### src/rtl/regfile_wport_arb.sv
// Write-port arbiter for the 32-entry register file with a pending-write scoreboard.
// Writeback always wins; mul/div and load returns share the remaining slots round-robin.
module regfile_wport_arb #(
  parameter int unsigned DATA_WIDTH   = 32,
  parameter int unsigned STARVE_LIMIT = 4,
  parameter int unsigned CNT_W        = 3
) (
  input  logic                  clk,
  input  logic                  rst_n,
  input  logic                  wb_we,
  input  logic [4:0]            wb_waddr,
  input  logic [DATA_WIDTH-1:0] wb_wdata,
  input  logic                  md_valid,
  output logic                  md_ready,
  input  logic [4:0]            md_waddr,
  input  logic [DATA_WIDTH-1:0] md_wdata,
  input  logic                  ld_valid,
  output logic                  ld_ready,
  input  logic [4:0]            ld_waddr,
  input  logic [DATA_WIDTH-1:0] ld_wdata,
  input  logic                  issue_valid,
  input  logic [4:0]            issue_rd,
  input  logic [4:0]            raddrA,
  input  logic [4:0]            raddrB,
  output logic                  busy_a,
  output logic                  busy_b,
  output logic                  rf_we,
  output logic [4:0]            rf_waddr,
  output logic [DATA_WIDTH-1:0] rf_wdata,
  output logic                  wb_stall
);

  localparam int unsigned AW   = 5;
  localparam int unsigned NREG = 32;

  logic [NREG-1:0]  busy;
  logic [NREG-1:0]  busy_nxt;
  logic             rr_ptr;
  logic             rr_ptr_nxt;
  logic [CNT_W-1:0] starve_cnt;
  logic [CNT_W-1:0] starve_cnt_nxt;

  logic             md_gnt;
  logic             ld_gnt;
  logic             lo_gnt;
  logic [AW-1:0]    lo_waddr;

  // Grant selection; reset suppresses every grant so an in-flight request is dropped.
  always_comb begin
    md_gnt = 1'b0;
    ld_gnt = 1'b0;
    if (rst_n && !wb_we) begin
      if (md_valid && ld_valid) begin
        md_gnt = !rr_ptr;
        ld_gnt = rr_ptr;
      end else begin
        md_gnt = md_valid;
        ld_gnt = ld_valid;
      end
    end
  end

  assign lo_gnt   = md_gnt || ld_gnt;
  assign lo_waddr = md_gnt ? md_waddr : ld_waddr;
  assign md_ready = md_gnt;
  assign ld_ready = ld_gnt;

  // Write-port mux; r0 writes still handshake but never assert the enable.
  always_comb begin
    rf_waddr = ld_waddr;
    rf_wdata = ld_wdata;
    if (wb_we) begin
      rf_waddr = wb_waddr;
      rf_wdata = wb_wdata;
    end else if (md_gnt) begin
      rf_waddr = md_waddr;
      rf_wdata = md_wdata;
    end
  end

  assign rf_we = rst_n && (wb_we || lo_gnt) && (rf_waddr != AW'(0));

  // A register being written this cycle is forwarded by the regfile, so it is not busy.
  assign busy_a = busy[raddrA] && !(lo_gnt && (lo_waddr == raddrA));
  assign busy_b = busy[raddrB] && !(lo_gnt && (lo_waddr == raddrB));

  assign wb_stall = (starve_cnt == CNT_W'(STARVE_LIMIT));

  // Next-state: scoreboard clear-then-set (set wins), pointer and starvation counter.
  always_comb begin
    busy_nxt       = busy;
    rr_ptr_nxt     = rr_ptr;
    starve_cnt_nxt = starve_cnt;

    if (lo_gnt) begin
      busy_nxt[lo_waddr] = 1'b0;
      rr_ptr_nxt         = md_gnt;
    end
    if (issue_valid) begin
      busy_nxt[issue_rd] = 1'b1;
    end
    busy_nxt[0] = 1'b0;

    if (lo_gnt || !(md_valid || ld_valid)) begin
      starve_cnt_nxt = '0;
    end else if (starve_cnt != CNT_W'(STARVE_LIMIT)) begin
      starve_cnt_nxt = starve_cnt + CNT_W'(1);
    end
  end

  always_ff @(posedge clk or negedge rst_n) begin
    if (!rst_n) begin
      busy       <= '0;
      rr_ptr     <= 1'b0;
      starve_cnt <= '0;
    end else begin
      busy       <= busy_nxt;
      rr_ptr     <= rr_ptr_nxt;
      starve_cnt <= starve_cnt_nxt;
    end
  end

endmodule

### config.mk
export PLATFORM = sky130hd
export DESIGN_NAME = regfile_wport_arb
export DESIGN_NICKNAME = d
export VERILOG_FILES = /design/src/rtl/regfile_wport_arb.sv
export SDC_FILE = /design/constraint.sdc
export NUM_CORES = 1
export LEC_CHECK = 0
export CAP_MARGIN = 0
export CORE_UTILIZATION = 35
export DETAILED_ROUTE_END_ITERATION = 12
export GPL_TIMING_DRIVEN = 0
export MAX_ROUTING_LAYER = met4
export PLACE_DENSITY = 0.73
export SLEW_MARGIN = 20
export SYNTH_ARGS = -nofsm -noshare
export SYNTH_HDL_FRONTEND = slang
export SYNTH_SLANG_ARGS = --single-unit
### constraint.sdc
create_clock -name clk -period 2.65 [get_ports clk]
set_input_delay 0.3975 -clock clk [delete_from_list [all_inputs] [get_ports clk]]
set_output_delay 0.3975 -clock clk [all_outputs]
set_load 0.02 [all_outputs]
==> run summary <==
The run finished, with violations left. The final reports fail on DRC. Clock tree synthesis selected as its root buffer the cell sky130_fd_sc_hd__clkbuf_8. In this run the tool buffered the top-level ports with 167 buffer cells. On the final layout, the worst hold slack is 0.0354 ns. The most critical setup path has its startpoint at md_waddr[1].

The synthesized netlist devotes 29.9% of its cell area to compound gates. The pin count of the biggest net entering global routing came out at 15. In the final routed layout, each cell accounts on average for 21.4 um. Subtracting the final worst setup slack from the clock period gives 2.60 ns.

Yosys printed 0 warnings. The congestion estimate from routability-driven global placement came to 0.963. The number of pins with negative max-slew slack in the final report was 0. The synthesized area per cell was 8.11 um2. By area, the combinational part of the netlist is dominated by compound AO/OA/AOI/OAI gates. Walking the worst path, the cells encountered are clkdlybuf4s50_1 -> inv_1 -> a2bb2oi_1 -> mux2i_1 -> nor4_2 -> a31oi_1 -> buf_4. The delay of the slowest critical-path stage was 0.57 ns. The library cell contributing the largest single delay on the critical path was sky130_fd_sc_hd__clkdlybuf4s50_1.

Pin placement for this block handled 175 I/O pins. Counting cells, the worst reg-to-reg path comes to 6. Main flop type after synthesis: sky130_fd_sc_hd__dfrtp_1. The placeable core area was 8810 um2.

The aggregate global-route resource usage was 31.4%. CTS built an H-tree with a depth of 2. The sequential element share of the synthesized area is 27.1%, and the number of detailed-route iterations in the first pass is 10.

Of all flip-flops after synthesis, the portion carrying an async set or reset was 100%. The run gives 532 as the net count of the mapped netlist. The floorplan row count was 34. At the worst endpoint, the arrival time is 2.20 ns. The run gives 2 as the number of antenna violations at the first check in global routing. The total number of vias came out at 4154.

TritonCTS built the clock tree. The tools report the post-detailed-route count of antenna-violating nets as 0. The endpoint of the worst setup timing path was busy_b. The tools report the overall die area as 9610 um2. Measured against its own limit, the worst slew margin works out to 44.4%. Clock skew on the completed layout was measured at 0.00544 ns.

Clock-pin slew was measured on the worst setup and hold paths at 0.07 ns. The utilization of the core after routing is 62.1%, and the highest net fanout along the worst path is 5. The analysis attributes to cell leakage a power of 2.27 nW. The horizontal extent of the die was 98.0 um. Multiplexer cells account for 12.9% of the synthesized area. In this run the power density over the cells is 421 nW/um2. The later pin in the worst-skew pair is clocked with a latency of 0.29 ns. Setup slack on the worst reg-to-reg path comes out at 0.66 ns. In this run the critical register-to-register path is captured at busy[18]$_DFF_PN0_. Based on the critical path, the design can be clocked at up to 0.384 GHz.

The first global-routing pass estimated 22400 um of wire. The total routed wirelength was 15100 um. The tightest min-delay check is of the input pin to async pin type. Detailed placement finished with a half-perimeter wire length of 11500 um.

The worst-case IR drop observed on VDD is 0.337 mV. The post-synthesis share of cell area spent on full adders, half adders and majority gates was 0.775%. The largest total area in the synthesized netlist belongs to sky130_fd_sc_hd__dfrtp_1.

By area the synthesized netlist is led by sky130_fd_sc_hd__dfrtp_1 27%, sky130_fd_sc_hd__nand2_1 9.5%, sky130_fd_sc_hd__mux4_2 9.1%. Buffers inserted during clock tree synthesis total 5. For the worst setup path, the data required time is 2.25 ns. Once placement completed, the tool counted placed cells totaling 674. The synthesized netlist devotes 2.17% of its cell area to XOR and XNOR gates.

The worst-margin pin slew is 0.829 ns, and the sum of overflow across all layers after global routing is 0. The fraction of final layout cells with drive strength greater than 1 works out to 20.6%. The number of enable flip-flop cells after synthesis came out at 0.

The tree built by TritonCTS fans out to 35 sinks. The final layout contains 725 nets. The tools report the hold violation total from the final report as 0.

Type of the worst setup path: input pin to output port. The run gives 4037 as the number of global-route vias before repair. STA classifies the critical path endpoint as an output port. The synthesized design devotes to its leading area cell type 27.1% of total area.

For this block, the initial DRC count from the detailed router was 303. In the routed layout, each cell is associated on average with a via count of 5.92. For the total power, the log shows 2.30 mW. Yosys mapped the design onto 52 distinct sky130hd cell types.

The startpoint identified for the worst register-to-register timing path is rr_ptr$_DFFE_PN0N_. Setup violations remaining at the end of the flow were counted as 0. The worst setup path is launched from an input pin.

After detailed routing, the number of remaining DRC violations is 18. In the finished design, the share of the clock period the worst path needs comes to 98.2%. The synthesized netlist devotes 20.7% of its cell area to simple gates.

The die is 98.0 um tall. Leaving out filler cells and counting taps, the final layout contains 702. Summing every instance area after synthesis gives 3230 um2. Across the run, the number of max-cap violations was 0. The run gives 398 as the synthesized netlist cell count.

The area growth from synthesis to layout came out at 69.5%. For this configuration, the core starts out at a cell density of 36.7%. In this run the deepest clock path goes through 2 buffers. Synthesis inferred 35 register bits.
==> metrics by stage <==
step	instance area, um2	setup slack, ns	setup TNS, ns
2_1_floorplan	3230	0.341	0
3_3_place_gp	5030	-2.15	-116.32
3_5_place_dp	5050	-0.947	-28.74
4_1_cts	5370	-0.206	-0.206
5_1_grt	5470	-0.00163	-0.00163
6_report	5470	0.0476	0
==> cells in the final DEF, fill, tap and decap left out, types with 3 or more instances in the layout <==
cell type | synthesis | final
sky130_fd_sc_hd__clkinv_2 | 0 | 4
sky130_fd_sc_hd__inv_1 | 13 | 13
sky130_fd_sc_hd__a31oi_1 | 7 | 4
sky130_fd_sc_hd__o21ai_1 | 4 | 4
sky130_fd_sc_hd__nand4_1 | 4 | 4
sky130_fd_sc_hd__buf_2 | 8 | 11
sky130_fd_sc_hd__buf_6 | 4 | 10
sky130_fd_sc_hd__clkbuf_8 | 0 | 5
sky130_fd_sc_hd__nor4_1 | 7 | 6
sky130_fd_sc_hd__nand3_1 | 9 | 9
sky130_fd_sc_hd__dlymetal6s2s_1 | 0 | 5
sky130_fd_sc_hd__clkbuf_1 | 10 | 8
sky130_fd_sc_hd__mux2i_1 | 10 | 10
sky130_fd_sc_hd__a21oi_1 | 9 | 8
sky130_fd_sc_hd__nand2b_1 | 4 | 4
sky130_fd_sc_hd__nor2_1 | 15 | 14
sky130_fd_sc_hd__clkdlybuf4s15_2 | 0 | 24
sky130_fd_sc_hd__nand2_1 | 82 | 81
sky130_fd_sc_hd__a31oi_2 | 3 | 5
sky130_fd_sc_hd__xnor2_1 | 5 | 5
sky130_fd_sc_hd__o21ai_2 | 0 | 4
sky130_fd_sc_hd__o211ai_1 | 3 | 3
sky130_fd_sc_hd__mux4_2 | 13 | 13
sky130_fd_sc_hd__dfrtp_1 | 35 | 35
sky130_fd_sc_hd__xor2_1 | 3 | 3
sky130_fd_sc_hd__o21ai_0 | 37 | 33
sky130_fd_sc_hd__buf_4 | 2 | 22
sky130_fd_sc_hd__o31ai_1 | 31 | 31
sky130_fd_sc_hd__nand3b_1 | 5 | 5
sky130_fd_sc_hd__clkdlybuf4s50_1 | 0 | 123
sky130_fd_sc_hd__a22oi_1 | 33 | 32
==> state kept, by name (all words and copies together), names as in the netlist <==
name / cells
busy: 31
starve_cnt: 3
rr_ptr: 1
==> worst max-delay path, delay by kind of cell <==
family                 cells  cell delay [ns]
buffers and inverters      3             0.96
AOI/OAI and AO/OA          2             0.39
and+or+nand+nor            1             0.32
muxes                      1             0.12
==> cell families after synthesis <==
logic type,Yosys count
compound gates,143
simple gates,142
buf+inv,43
flops,35
mux,25
xor+xnor,8
fa+ha+maj,2
==> worst min path at each step <==
| stage | from | endpoint | cells past startpoint |
|---|---|---|---|
| 5_1_grt | rst_n | busy[9]$_DFF_PN0_ | 2 |
| 3_3_place_gp | busy[30]$_DFF_PN0_ | busy[30]$_DFF_PN0_ | 2 |
| 4_1_cts | rst_n | busy[9]$_DFF_PN0_ | 2 |
| 3_5_place_dp | rst_n | busy[28]$_DFF_PN0_ | 1 |
| 6_report | rst_n | busy[4]$_DFF_PN0_ | 2 |
| 2_1_floorplan | rst_n | busy[10]$_DFF_PN0_ | 0 |
==> cell usage after synthesis (3+ instances only) <==
library cell and number:
sky130_fd_sc_hd__clkbuf_1 10, sky130_fd_sc_hd__buf_2 8, sky130_fd_sc_hd__a31oi_1 7, sky130_fd_sc_hd__a22oi_1 33, sky130_fd_sc_hd__nor4_1 7, sky130_fd_sc_hd__mux4_2 13
sky130_fd_sc_hd__o31ai_1 31, sky130_fd_sc_hd__xnor2_1 5, sky130_fd_sc_hd__mux2i_1 10, sky130_fd_sc_hd__o21ai_0 37, sky130_fd_sc_hd__dfrtp_1 35, sky130_fd_sc_hd__buf_1 4
sky130_fd_sc_hd__xor2_1 3, sky130_fd_sc_hd__nand2_1 82, sky130_fd_sc_hd__o21ai_1 4, sky130_fd_sc_hd__a31oi_2 3, sky130_fd_sc_hd__inv_1 13, sky130_fd_sc_hd__o211ai_1 3
sky130_fd_sc_hd__a21oi_1 9, sky130_fd_sc_hd__nand3_1 9, sky130_fd_sc_hd__nand4_1 4, sky130_fd_sc_hd__and2_1 3, sky130_fd_sc_hd__nor2_1 15, sky130_fd_sc_hd__nand3b_1 5
sky130_fd_sc_hd__buf_6 4, sky130_fd_sc_hd__nand2b_1 4
==> where the power goes <==
group / internal, mW / switching [mW]
Sequential: 0.673 / 0.106
Clock: 0.180 / 0.203
Combinational: 0.596 / 0.544
==> routing by layer <==
layer	global-route usage [%]	share of wire, %	vias up
met3	7.59	9.9	45
met5	-	0	-
met1	37.9	40	1960
li1	-	-	1892
met2	50.1	47	257
met4	13.5	3.5	0
==> timing repair <==
item	CTS	global route
cloned	1	0
endpoints found under the setup margin	41	9
hold endpoints to repair	11	0
hold buffers	1	0
resized for setup	161	21
pin swaps	4	8
setup buffers	10	6
==> layout make-up <==
type / count / area (um2)
fill: 760 / 3330
timing repair buffer: 186 / 1870
inverter: 15 / 60.1
tap: 108 / 135
buffer: 28 / 204
clock inverter: 3 / 15.0
antenna: 2 / 5.00
multi-input combinational: 320 / 2240
clock buffer: 5 / 68.8
sequential: 35 / 876
Power figures use the tool's default switching activity.
